`config.mk`:
```
export PLATFORM = sky130hd
export DESIGN_NAME = leaky_relu_backward
export DESIGN_NICKNAME = d
export VERILOG_FILES = /design/src/rtl/leaky_relu_backward.sv
export SDC_FILE = /design/constraint.sdc
export NUM_CORES = 1
export LEC_CHECK = 0
export BUFFER_PORTS_ARGS = -buffer_cell sky130_fd_sc_hd__buf_2
export CORE_UTILIZATION = 55
export CTS_CLUSTER_DIAMETER = 100
export DETAILED_ROUTE_END_ITERATION = 10
export PLACE_DENSITY = 0.78
export SETUP_SLACK_MARGIN = 0.4
export SLEW_MARGIN = 40
export SYNTH_ARGS = -nofsm -noshare
export SYNTH_HDL_FRONTEND = slang
export SYNTH_SLANG_ARGS = --single-unit
```
`constraint.sdc`:
```
create_clock -name clk -period 7.4 [get_ports clk]
set_clock_uncertainty 0.05 [all_clocks]
set_input_delay 1.11 -clock clk [delete_from_list [all_inputs] [get_ports clk]]
set_output_delay 1.11 -clock clk [all_outputs]
set_load 0.02 [all_outputs]
```
`src/rtl/leaky_relu_backward.sv`:
```
// Leaky ReLU backward pass: caches forward pre-activations in a FIFO and gates each gradient by
// the sign of its cached value. Define LEAKY_RELU_BACKWARD_SATURATE_EN to clamp the leak product.
module leaky_relu_backward #(
  parameter int unsigned DEPTH     = 16,
  parameter int unsigned FRAC_BITS = 8
) (
  input  logic                   clk,
  input  logic                   rst,
  input  logic [15:0]            leak_factor,
  input  logic                   fwd_valid_in,
  input  logic [15:0]            fwd_z_in,
  input  logic                   grad_valid_in,
  input  logic [15:0]            grad_in,
  output logic                   grad_ready_out,
  output logic [15:0]            grad_out,
  output logic                   grad_valid_out,
  input  logic                   grad_ready_in,
  input  logic                   flush,
  output logic [$clog2(DEPTH):0] count,
  output logic                   overflow
);

  localparam int unsigned AW = $clog2(DEPTH);
  localparam logic [AW:0] FullCount = (AW+1)'(DEPTH);

  logic [15:0]        mem_q [DEPTH];
  logic [AW-1:0]      wr_ptr_q, wr_ptr_d;
  logic [AW-1:0]      rd_ptr_q, rd_ptr_d;
  logic [AW:0]        count_q, count_d;
  logic               overflow_q, overflow_d;
  logic [15:0]        grad_out_q, grad_out_d;
  logic               grad_valid_q, grad_valid_d;

  logic               empty, full;
  logic               pop, push, push_drop;
  logic [15:0]        head_z;
  logic               head_pos;
  logic signed [31:0] grad_ext, leak_ext;
  logic signed [31:0] product, shifted;
  logic [15:0]        leak_result, result;

  assign empty = (count_q == '0);
  assign full  = (count_q == FullCount);

  // Ready only with a cached value to pair against and room in the output register.
  assign grad_ready_out = !empty && (!grad_valid_q || grad_ready_in);
  assign pop            = grad_valid_in && grad_ready_out;
  // A simultaneous pop frees the slot, so a push into a full cache still lands.
  assign push           = fwd_valid_in && (!full || pop);
  assign push_drop      = fwd_valid_in && full && !pop;

  assign head_z   = mem_q[rd_ptr_q];
  // Strict > 0: zero takes the leak path, matching the forward activation.
  assign head_pos = !head_z[15] && (head_z != '0);

  assign grad_ext = {{16{grad_in[15]}}, grad_in};
  assign leak_ext = {{16{leak_factor[15]}}, leak_factor};
  assign product  = grad_ext * leak_ext;
  assign shifted  = product >>> FRAC_BITS;

`ifdef LEAKY_RELU_BACKWARD_SATURATE_EN
  always_comb begin
    if (shifted > 32'sd32767) begin
      leak_result = 16'h7fff;
    end else if (shifted < -32'sd32768) begin
      leak_result = 16'h8000;
    end else begin
      leak_result = shifted[15:0];
    end
  end
`else
  assign leak_result = shifted[15:0];
`endif

  assign result = head_pos ? grad_in : leak_result;

  always_comb begin
    wr_ptr_d     = wr_ptr_q;
    rd_ptr_d     = rd_ptr_q;
    count_d      = count_q;
    overflow_d   = overflow_q;
    grad_out_d   = grad_out_q;
    grad_valid_d = grad_valid_q;
    if (flush) begin
      // grad_out deliberately keeps its last value.
      wr_ptr_d     = '0;
      rd_ptr_d     = '0;
      count_d      = '0;
      overflow_d   = 1'b0;
      grad_valid_d = 1'b0;
    end else begin
      if (push) begin
        wr_ptr_d = wr_ptr_q + AW'(1);
      end
      if (pop) begin
        rd_ptr_d = rd_ptr_q + AW'(1);
      end
      count_d = count_q + (AW+1)'(push) - (AW+1)'(pop);
      if (push_drop) begin
        overflow_d = 1'b1;
      end
      if (pop) begin
        grad_out_d   = result;
        grad_valid_d = 1'b1;
      end else if (grad_ready_in) begin
        grad_valid_d = 1'b0;
      end
    end
  end

  always_ff @(posedge clk) begin
    if (push && !flush) begin
      mem_q[wr_ptr_q] <= fwd_z_in;
    end
  end

  always_ff @(posedge clk or negedge rst) begin
    if (!rst) begin
      wr_ptr_q     <= '0;
      rd_ptr_q     <= '0;
      count_q      <= '0;
      overflow_q   <= 1'b0;
      grad_out_q   <= '0;
      grad_valid_q <= 1'b0;
    end else begin
      wr_ptr_q     <= wr_ptr_d;
      rd_ptr_q     <= rd_ptr_d;
      count_q      <= count_d;
      overflow_q   <= overflow_d;
      grad_out_q   <= grad_out_d;
      grad_valid_q <= grad_valid_d;
    end
  end

  assign grad_out       = grad_out_q;
  assign grad_valid_out = grad_valid_q;
  assign count          = count_q;
  assign overflow       = overflow_q;

endmodule

```
==> flow_summary.yaml, run 1 <==
status:
  status: "completed"
worst_setup_path:
  cp.required_ns: 7.75
  cp-start-kind: "primary input"
  cp_slowest_stage_delay_ns: 0.67
  path_buf_inv: 5
  endpoint_kind: "register"
  critPathKind: "in2reg"
  critPathTopFamily: "adder cells"
  slowest_stage: "fa_1"
  arrival_ns: 6.79
  path_cells: "buf_2 -> and2_1 -> inv_1 -> fa_1 -> inv_1 -> fa_1 -> fa_1 -> fa_1 -> fa_1 -> inv_1 -> fa_1 -> inv_1 -> ha_1 -> a21o_1 -> a21oi_1 -> o211ai_1 -> o211ai_1 -> o21ai_0 -> xnor2_1 -> mux2i_1 -> o21ai_0"
  crit_fanout: 16
  crit_top_cell: "fa_1"
power_and_ir_drop:
  fin_total_pwr_mw: 8.29
  irDropWorstVdd_mv: 0.510
  cellLeakagePower_nw: 8.05
  sw_frac_of_total_pct: 42.0
  clkPwrFrac_pct: 16.1
  power.internal_mw: 4.81
  power.share.combinational_pct: 60.7
  p_switching_mw: 3.48
  p_per_area_mw_per_mm2: 426
  pwr-share-seq_pct: 23.2
timing:
  tns_ns: 0
  max_freq_ghz: 0.155
  worst_slew_pin_slew_ns: 0.817
  relSlewSlack_pct: 45.5
  slew_viol_final: 0
  setup_viol: 0
  fin_crit_sh_pct: 87.1
  period_minus_slack_ns: 6.44
  hold_viol_final: 0
  rsz0062_at_grt: "no"
floorplan:
  dieArea_mm2: 0.0331
  die_x_um: 182
  io_pins: 78
  die_h_um: 182
  initial_utilization_pct: 56.1
  core_mm2: 0.0317
  rows: 65
synth:
  synth_nets: 1757
  synth_top_family_by_area: "adder cells"
  synth_compound_area_share_pct: 3.33
  syn_inst: 1435
  async_flop_share_pct: 10.8
  synth_edf_count: 256
  synth_simple_gate_area_share_pct: 12.0
  avgSynthCellArea_um2: 12.4
  yosys_warnings: 0
  ys_seq_elements: 287
  synth_xor_xnor_area_share_pct: 2.29
  synthFlopType: "edfxtp_1"
  synth_fa_ha_area_share_pct: 26.7
  syn_area_mm2: 0.0178
  ys_types: 52
  synth_mux_area_share_pct: 1.66
  ys_seq_area_share_pct: 47.5
place:
  gp_congestion: 0.899
  dp_hpwl_mm: 26.5
  port_buffers: 77
grt:
  grt-busiest-layer: "met2"
  grt.overflow.total: 0
  grt_use_met1_pct: 32.7
  met2_usage_pct: 39.2
  antenna_found_initial: 0
  grt_pass1_wl_mm: 60.7
  grt.total_usage_pct: 23.9
  grt_start_max_net_pins: 42
  grt_pass1_vias: 11400
  met3_usage_pct: 3.47
drt:
  via_per_inst: 5.66
  drt_pass1_iterations: 5
  wl_per_cell_um: 19.4
  drc_errors: 0
  vias: 10900
  ant_nets: 0
  totalWireLength_mm: 37.3
  first_iter_violations: 737
clocking:
  clockBufferDepth: 3
  postCtsHoldBufs: 0
  cts_sinks: 287
  clk_latency_ns: 0.55
  cts_buffers: 26
  cts_root_buf: "clkbuf_16"
  post_cts.repair.setup_buffers: 0
  ctsHtreeMaxLevel: 1
  cts_tree: "done"
  clk_pin_slew_ns: 0.07
  cts.repair.resized: 0
layout:
  nNetsFinal: 1821
  final_cell_mix: "edfxtp_1 (256), inv_1 (255), fa_1 (187), nand2_1 (145), and2_1 (114)"
  area_delta_synth_final_pct: 9.25
  mostFrequentLayoutCell: "edfxtp_1"
  layout-drive-gt1-share_pct: 9.61
min_path:
  hold_path.class: "in2async"
run:
  cap_violations: 0
## state kept, by name (all words and copies together) (netlist names)
| name | count |
|---|---|
| wr_ptr_q | 4 |
| rd_ptr_q | 4 |
| grad_out | 16 |
| count | 5 |
| mem_q | 256 |
| overflow | 1 |
| grad_valid_out | 1 |
## path summary, 6_finish.rpt
check / cells after the start / slack, ns / end / startpoint
worst max-delay path: 21 / 0.96 / grad_out[15] / leak_factor[2]
worst min-delay path: 1 / 0.46 / count[4] / rst
worst max register to register: 16 / 3.92 / count[4] / count[2]
worst min register to register: 2 / 0.46 / overflow / overflow
max in group asynchronous: 1 / 6.47 / grad_out[0] / rst
min in group clk: 2 / 0.46 / overflow / overflow
## layer usage
metal / share of wire, % / vias to the layer above
li1: - / 4842
met1: 41 / 5459
met2: 48 / 488
met3: 7.0 / 99
met4: 3.7 / 0
met5: 0 / -
## worst reg2reg max path, stage by stage, from the launching register on
cell and delay (ns):
dfrtp_1 0.38, inv_1 0.08, ha_1 0.22, inv_1 0.06
o41a_1 0.14, nand2_1 0.17, nand4_1 0.16, and2_1 0.38
inv_1 0.08, ha_1 0.28, inv_1 0.04, ha_1 0.20
fa_1 0.45, a21oi_1 0.15, nor2_1 0.06, or3_1 0.34
a21oi_1 0.16
## cells by family after synthesis
group                    Yosys count
multiplexers                      22
buffers and inverters            301
flip-flops                       287
AO/OA/AOI/OAI                     92
adder cells (fa/ha/maj)          268
AND/OR/NAND/NOR                  420
XOR/XNOR                          45
## final cells by class
class	instances	area, µm²
Tap cell	402	503
Clock buffer	34	701
Fill cell	2403	12300
Multi-Input combinational cell	847	8230
Antenna cell	1	2.50
Sequential cell	287	8460
Inverter	255	957
Timing Repair Buffer	82	425
Clock inverter	14	169
## power groups by stage
stage                     logic [mW]  clock network, mW  registers [mW]
after floorplan                 3.84                  0            1.99
after global placement          4.88                  0            1.95
after detailed placement        5.00                  0            1.95
after CTS                       5.05               1.35            1.92
after global routing            5.75               1.40            1.92
final                           5.03               1.34            1.92
## cells in the mapped netlist (4+ instances only)
master      n  area [µm²]
nand3_1     8        40.0
a21o_1      7        52.6
xor2_1     13         114
xnor2_1    31         272
dfrtp_1    31         776
and2_1    114         713
nor3_1      6        30.0
mux2i_1    16         160
a211oi_1    4        30.0
ha_1       81        1010
mux4_2      6         135
o211ai_1    4        30.0
a21oi_1    26         130
o21ai_1     4        20.0
edfxtp_1  256        7690
nor4_1     47         294
nor2b_1     5        31.3
inv_1     255         957
fa_1      187        3740
nand4_1    12        75.1
nor2_1     59         221
nand2b_1    5        31.3
nand2_1   145         544
clkbuf_1   38         143
a22oi_1     4        30.0
nor4b_1     9        78.8
o21ai_0    19        95.1
## stage by stage
step	hold slack [ns]	std cells	cell area (µm²)	worst slack, ns	util (%)
2_1_floorplan	0.508	1435	17800	0.914	-
3_3_place_gp	0.428	1873	18500	0.550	58.5
3_5_place_dp	0.448	1873	18600	0.450	58.6
4_1_cts	0.465	1921	19400	0.985	61.3
5_1_grt	0.479	1921	19400	0.621	61.3
6_report	0.462	1922	19500	0.955	61.3
Note: power is estimated with default switching activity, not from simulation.
==> run 2: changes to the inputs <==
--- a/config.mk
+++ b/config.mk
@@ -5,11 +5,12 @@
 export SDC_FILE = /design/constraint.sdc
 export NUM_CORES = 1
 export LEC_CHECK = 0
+export ABC_CLOCK_PERIOD_IN_PS = 7400
 export BUFFER_PORTS_ARGS = -buffer_cell sky130_fd_sc_hd__buf_2
 export CORE_UTILIZATION = 55
 export CTS_CLUSTER_DIAMETER = 100
 export DETAILED_ROUTE_END_ITERATION = 10
-export PLACE_DENSITY = 0.78
+export PLACE_DENSITY = 0.72
 export SETUP_SLACK_MARGIN = 0.4
 export SLEW_MARGIN = 40
 export SYNTH_ARGS = -nofsm -noshare
==> run 2 against run 1 <==
Compared with the run above:
- critical path depth stayed put
- critical path type unchanged
- final area rose by 0.28%
- die area unchanged
- worst hold slack worse by 0.037 ns
- clock-buffer cell count did not move
- largest cell class unchanged
- clock power rose by 4%
- largest power group unchanged
- fmax decreased by 1.0%
- wire length rose by 4.8%
- register-to-register slack about the same
- global-route usage is 1.4 points higher
- final cell count increased by 0.36%
- sequential share of layout area decreased by 0.12 points
==> flow_summary.yaml, run 2 (synthesis gave the netlist of run 1 again) <==
layout:
  fin_util_pct: 61.5
  largest_reg_flops: 256
  area_delta_synth_final_pct: 9.55
  num_antenna_cells: 0
  layout-drive-gt1-share_pct: 9.82
  top_register: "mem_q"
  nNetsFinal: 1826
  final_cell_mix: "edfxtp_1 (256), inv_1 (255), fa_1 (187), nand2_1 (145), and2_1 (114)"
  fillers: 2540
  mostFrequentLayoutCell: "edfxtp_1"
worst_setup_path:
  crit_top_cell: "fa_1"
  cp.required_ns: 7.77
  r2r_end: "count[4]"
  r2r-start: "count[2]"
  critPathKind: "in2reg"
  crit_fanout: 16
  ff2ff_setup_slack_ns: 3.91
  r2r_cells: 16
  path_buf_inv: 5
  critPathTopFamily: "adder cells"
  path_cells: "buf_2 -> and2_1 -> inv_1 -> fa_1 -> inv_1 -> fa_1 -> fa_1 -> fa_1 -> fa_1 -> inv_1 -> fa_1 -> inv_1 -> ha_1 -> a21o_1 -> a221oi_1 -> o211ai_1 -> o211ai_1 -> o21ai_0 -> xnor2_1 -> mux2i_1 -> o21ai_0"
  endpoint_kind: "register"
  cp_slowest_stage_delay_ns: 0.69
  cp-start-kind: "primary input"
  arrival_ns: 6.89
  slowest_stage: "fa_1"
floorplan:
  die_x_um: 182
  io_pins: 78
  initial_utilization_pct: 56.1
  rows: 65
  core_mm2: 0.0317
  dieArea_mm2: 0.0331
  die_h_um: 182
timing:
  worst_slew_pin_slew_ns: 0.790
  tns_ns: 0
  period_minus_slack_ns: 6.51
  max_freq_ghz: 0.154
  rsz0062_at_grt: "no"
  setup_viol: 0
  relSlewSlack_pct: 47.2
  setup_ws_ns: 0.887
  hold_viol_final: 0
  slew_viol_final: 0
  fin_crit_sh_pct: 88.0
drt:
  via_per_inst: 5.63
  ant_nets: 0
  totalWireLength_mm: 39.1
  drc_errors: 0
  drt_pass1_iterations: 6
  vias: 10900
  wl_per_cell_um: 20.3
  first_iter_violations: 851
power_and_ir_drop:
  irDropWorstVdd_mv: 0.368
  power.share.combinational_pct: 62.4
  fin_total_pwr_mw: 8.77
  p_per_area_mw_per_mm2: 449
  sw_frac_of_total_pct: 44.4
  clkPwrFrac_pct: 15.8
  pwr-share-seq_pct: 21.8
  cellLeakagePower_nw: 8.08
  power.internal_mw: 4.87
  p_switching_mw: 3.89
place:
  preCtsSetupSlack_ns: 0.382
  dp_hpwl_mm: 27.7
  gp_congestion: 0.902
  port_buffers: 77
grt:
  grt_pass1_vias: 11500
  grt.total_usage_pct: 25.3
  grt_pass1_wl_mm: 63.2
  grt_use_met1_pct: 34.5
  antenna_found_initial: 0
  met3_usage_pct: 4.63
  grt_start_max_net_pins: 42
  grt-busiest-layer: "met2"
  grt.overflow.total: 0
  met2_usage_pct: 42.0
clocking:
  cts.repair.resized: 0
  postCtsHoldBufs: 0
  clk_latency_ns: 0.55
  cts_root_buf: "clkbuf_16"
  cts_sinks: 287
  cts_buffers: 29
  ctsHtreeMaxLevel: 1
  clockBufferDepth: 3
  post_cts.repair.setup_buffers: 0
  clk_pin_slew_ns: 0.06
  cts_tree: "done"
min_path:
  hold_path.class: "reg2reg"
  hold_path.startpoint: "grad_out[7]"
  worstHoldPathCells: 2
  hold-path-endpoint: "grad_out[7]"
run:
  cap_violations: 0
status:
  status: "completed"
==> run 2: changes by cell type in the layout (fill, tap and decap cells not counted), sizes merged <==
cell	change
buf	+2
diode	-1
clkinvlp	+1
inv	+2
clkinv	+4
bufinv	-1
==> run 2: how the worst max path moves through the flow <==
| stage | slack (ns) | to | from | cells past startpoint |
|---|---|---|---|---|
| 5_1_grt | 0.68 | grad_out[15] | leak_factor[2] | 21 |
| 4_1_cts | 0.92 | grad_out[15] | leak_factor[2] | 21 |
| 6_report | 0.89 | grad_out[15] | leak_factor[2] | 21 |
| 3_5_place_dp | 0.38 | grad_out[15] | leak_factor[2] | 21 |
| 2_1_floorplan | 0.91 | grad_out[15] | leak_factor[7] | 21 |
| 3_3_place_gp | 0.56 | grad_out[11] | grad_in[9] | 20 |
==> run 2: power by group through the flow <==
stage / clock (mW) / combinational (mW) / sequential (mW)
5_1_grt: 1.47 / 6.08 / 1.92
3_5_place_dp: 0 / 5.43 / 1.95
3_3_place_gp: 0 / 5.33 / 1.94
4_1_cts: 1.41 / 5.50 / 1.91
6_report: 1.39 / 5.47 / 1.91
2_1_floorplan: 0 / 3.84 / 1.99
==> run 2: per-layer routing <==
layer	routed length [µm]	share of wire, %
met5	0	0
met4	948	2.4
met3	3090	7.9
met2	19100	49
met1	16000	41
==> run 2: stage by stage <==
step / cells / area (µm²) / hold slack (ns)
2_1_floorplan: 1435 / 17800 / 0.508
3_3_place_gp: 1875 / 18600 / 0.408
3_5_place_dp: 1875 / 18600 / 0.418
4_1_cts: 1929 / 19500 / 0.430
5_1_grt: 1929 / 19500 / 0.456
6_report: 1929 / 19500 / 0.425
==> run 2: worst reg2reg max path, cell delays in order (launching register included) <==
cell     delay, ns
dfrtp_1       0.37
inv_1         0.07
ha_1          0.21
inv_1         0.06
o41a_1        0.14
nand2_1       0.17
nand4_1       0.16
and2_1        0.43
inv_1         0.10
ha_1          0.29
inv_1         0.04
ha_1          0.20
fa_1          0.44
a21oi_1       0.16
nor2_1        0.06
or3_1         0.34
a21oi_1       0.14
==> run 2: cell type report <==
cell class              count  area [µm²]  share of cell area (%)
inverters                 255         957                    4.91
well taps                 402         503                    2.58
clock inverters            20         166                   0.853
flip-flops and latches    287        8460                    43.4
clock buffers              34         744                    3.82
multi-input cells         847        8230                    42.2
repair buffers             84         440                    2.26
==> run 3: changes to the inputs <==
--- a/config.mk
+++ b/config.mk
@@ -5,11 +5,12 @@
 export SDC_FILE = /design/constraint.sdc
 export NUM_CORES = 1
 export LEC_CHECK = 0
-export ABC_CLOCK_PERIOD_IN_PS = 7400
+export ABC_CLOCK_PERIOD_IN_PS = 8400
 export BUFFER_PORTS_ARGS = -buffer_cell sky130_fd_sc_hd__buf_2
 export CORE_UTILIZATION = 55
 export CTS_CLUSTER_DIAMETER = 100
 export DETAILED_ROUTE_END_ITERATION = 10
+export GPL_TIMING_DRIVEN = 1
 export PLACE_DENSITY = 0.72
 export SETUP_SLACK_MARGIN = 0.4
 export SLEW_MARGIN = 40
==> constraint.sdc (replaced) <==
create_clock -name clk -period 8.4 [get_ports clk]
set_clock_uncertainty 0.05 [all_clocks]
set_input_delay 1.26 -clock clk [delete_from_list [all_inputs] [get_ports clk]]
set_output_delay 1.26 -clock clk [all_outputs]
set_load 0.02 [all_outputs]
==> run 3 against run 2 <==
Compared with the run above:
- global-route usage is 0.12 points higher
- utilization is 0.17 points higher
- clock power is 6% lower
- worst hold slack better by 0.0054 ns
- final cell count hardly changed
- critical path depth stayed put
- final area is 0.28% higher
- sequential power is 12% lower
- sequential cell count stayed put
- largest cell class unchanged
==> flow_summary.yaml, run 3 (synthesis gave the netlist of run 1 again) <==
status:
  status: "completed"
floorplan:
  dieArea_mm2: 0.0331
  rows: 65
  die_x_um: 182
  io_pins: 78
  die_h_um: 182
  initial_utilization_pct: 56.1
  core_mm2: 0.0317
clocking:
  cts_root_buf: "clkbuf_16"
  clk_pin_slew_ns: 0.06
  clk_latency_ns: 0.55
  clockBufferDepth: 3
  cts_tree: "done"
  cts.repair.resized: 0
  cts_sinks: 287
  ctsHtreeMaxLevel: 1
  cts_buffers: 29
  postCtsHoldBufs: 0
  post_cts.repair.setup_buffers: 0
timing:
  setup_viol: 0
  slew_viol_final: 0
  fin_crit_sh_pct: 78.2
  hold_viol_final: 0
  relSlewSlack_pct: 47.4
  whs_ns: 0.430
  period_minus_slack_ns: 6.57
  max_freq_ghz: 0.152
  setup_ws_ns: 1.83
  worst_slew_pin_slew_ns: 0.788
  rsz0062_at_grt: "no"
  tns_ns: 0
worst_setup_path:
  critPathTopFamily: "adder cells"
  cp-start-kind: "primary input"
  endpoint_kind: "register"
  cp.required_ns: 8.77
  path_buf_inv: 5
  path_cells: "buf_2 -> and2_1 -> inv_1 -> fa_1 -> inv_1 -> fa_1 -> fa_1 -> fa_1 -> fa_1 -> inv_1 -> fa_1 -> inv_1 -> ha_1 -> a21o_1 -> a221oi_1 -> o211ai_1 -> o211ai_1 -> o21ai_0 -> xnor2_1 -> mux2i_1 -> o21ai_0"
  cp_slowest_stage_delay_ns: 0.67
  arrival_ns: 6.93
  slowest_stage: "fa_1"
  crit_fanout: 16
  crit_top_cell: "fa_1"
  critPathKind: "in2reg"
drt:
  first_iter_violations: 862
  totalWireLength_mm: 39.3
  wl_per_cell_um: 20.4
  top_layer: "met4"
  wl_met2_mm: 19.5
  ant_nets: 0
  vias: 10800
  wl_met3_mm: 2.84
  wl_met1_mm: 15.9
  drt_pass1_iterations: 5
  via_per_inst: 5.62
  drc_errors: 0
grt:
  grt.total_usage_pct: 25.4
  grt_pass1_wl_mm: 63.7
  antenna_found_initial: 0
  grt_start_max_net_pins: 42
  grt.overflow.total: 0
  grt_pass1_vias: 11700
layout:
  layout-drive-gt1-share_pct: 9.63
  final_cell_mix: "edfxtp_1 (256), inv_1 (255), fa_1 (187), nand2_1 (145), and2_1 (114)"
  nNetsFinal: 1825
  top_register: "mem_q"
  mostFrequentLayoutCell: "edfxtp_1"
  largest_reg_flops: 256
  area_delta_synth_final_pct: 9.86
  num_antenna_cells: 0
run:
  cap_violations: 0
min_path:
  hold_path.class: "reg2reg"
power_and_ir_drop:
  cellLeakagePower_nw: 8.10
  irDropWorstVdd_mv: 0.341
  fin_total_pwr_mw: 7.79
  p_per_area_mw_per_mm2: 398
place:
  port_buffers: 77
  preCtsSetupSlack_ns: 1.30
  gp_congestion: 0.906
  dp_hpwl_mm: 27.9
## run 3: changes by cell type in the layout (fill, tap and decap cells not counted)
cell,delta
clkinv_1,-3
clkinvlp_4,-2
inv_6,-1
bufinv_16,+2
clkbuf_8,+2
buf_4,-1
inv_8,+1
clkbuf_1,+5
clkinv_2,-4
## run 3: worst paths after layout
check / startpoint / cells after the start / to / slack (ns)
worst max-delay path: leak_factor[2] / 21 / grad_out[15] / 1.83
worst min-delay path: grad_out[15] / 2 / grad_out[15] / 0.43
worst min register to register: grad_out[15] / 2 / grad_out[15] / 0.43
worst max register to register: count[3] / 16 / count[4] / 4.96
min in group asynchronous: rst / 1 / count[3] / 0.61
max in group asynchronous: rst / 1 / grad_out[11] / 7.36
## run 3: area by class of cell
| type | instances | area [µm²] |
|---|---|---|
| clock buffer | 41 | 791 |
| sequential | 287 | 8460 |
| inverter | 255 | 957 |
| clock inverter | 13 | 183 |
| fill | 2491 | 12200 |
| multi-input combinational | 847 | 8230 |
| tap | 402 | 503 |
| timing repair buffer | 83 | 433 |
## run 3: through the flow
stage | cell area (µm²) | util [%] | std cells
floorplan | 17800 | - | 1435
global placement | 18500 | 58.5 | 1874
detailed placement | 18600 | 58.6 | 1874
CTS | 19600 | 61.6 | 1928
global route | 19600 | 61.7 | 1928
finish | 19600 | 61.7 | 1928
## run 3: worst min-delay path, stage by stage, from the launching register on
cell     delay, ns
dfrtp_1       0.34
nand2_1       0.04
o21ai_0       0.06
## run 3: power breakdown
| part | leakage, nW | switching, mW | internal [mW] |
|---|---|---|---|
| Sequential | 2.70 | 0.0572 | 1.63 |
| Combinational | 4.92 | 2.83 | 1.97 |
| Clock | 0.474 | 0.521 | 0.781 |
| Total | 8.10 | 3.41 | 4.38 |
## run 3: routing by layer
layer	track usage, %	vias up
met2	42.8	376
li1	-	4850
met1	33.7	5530
met4	7.56	0
met3	4.87	79
met5	0	-
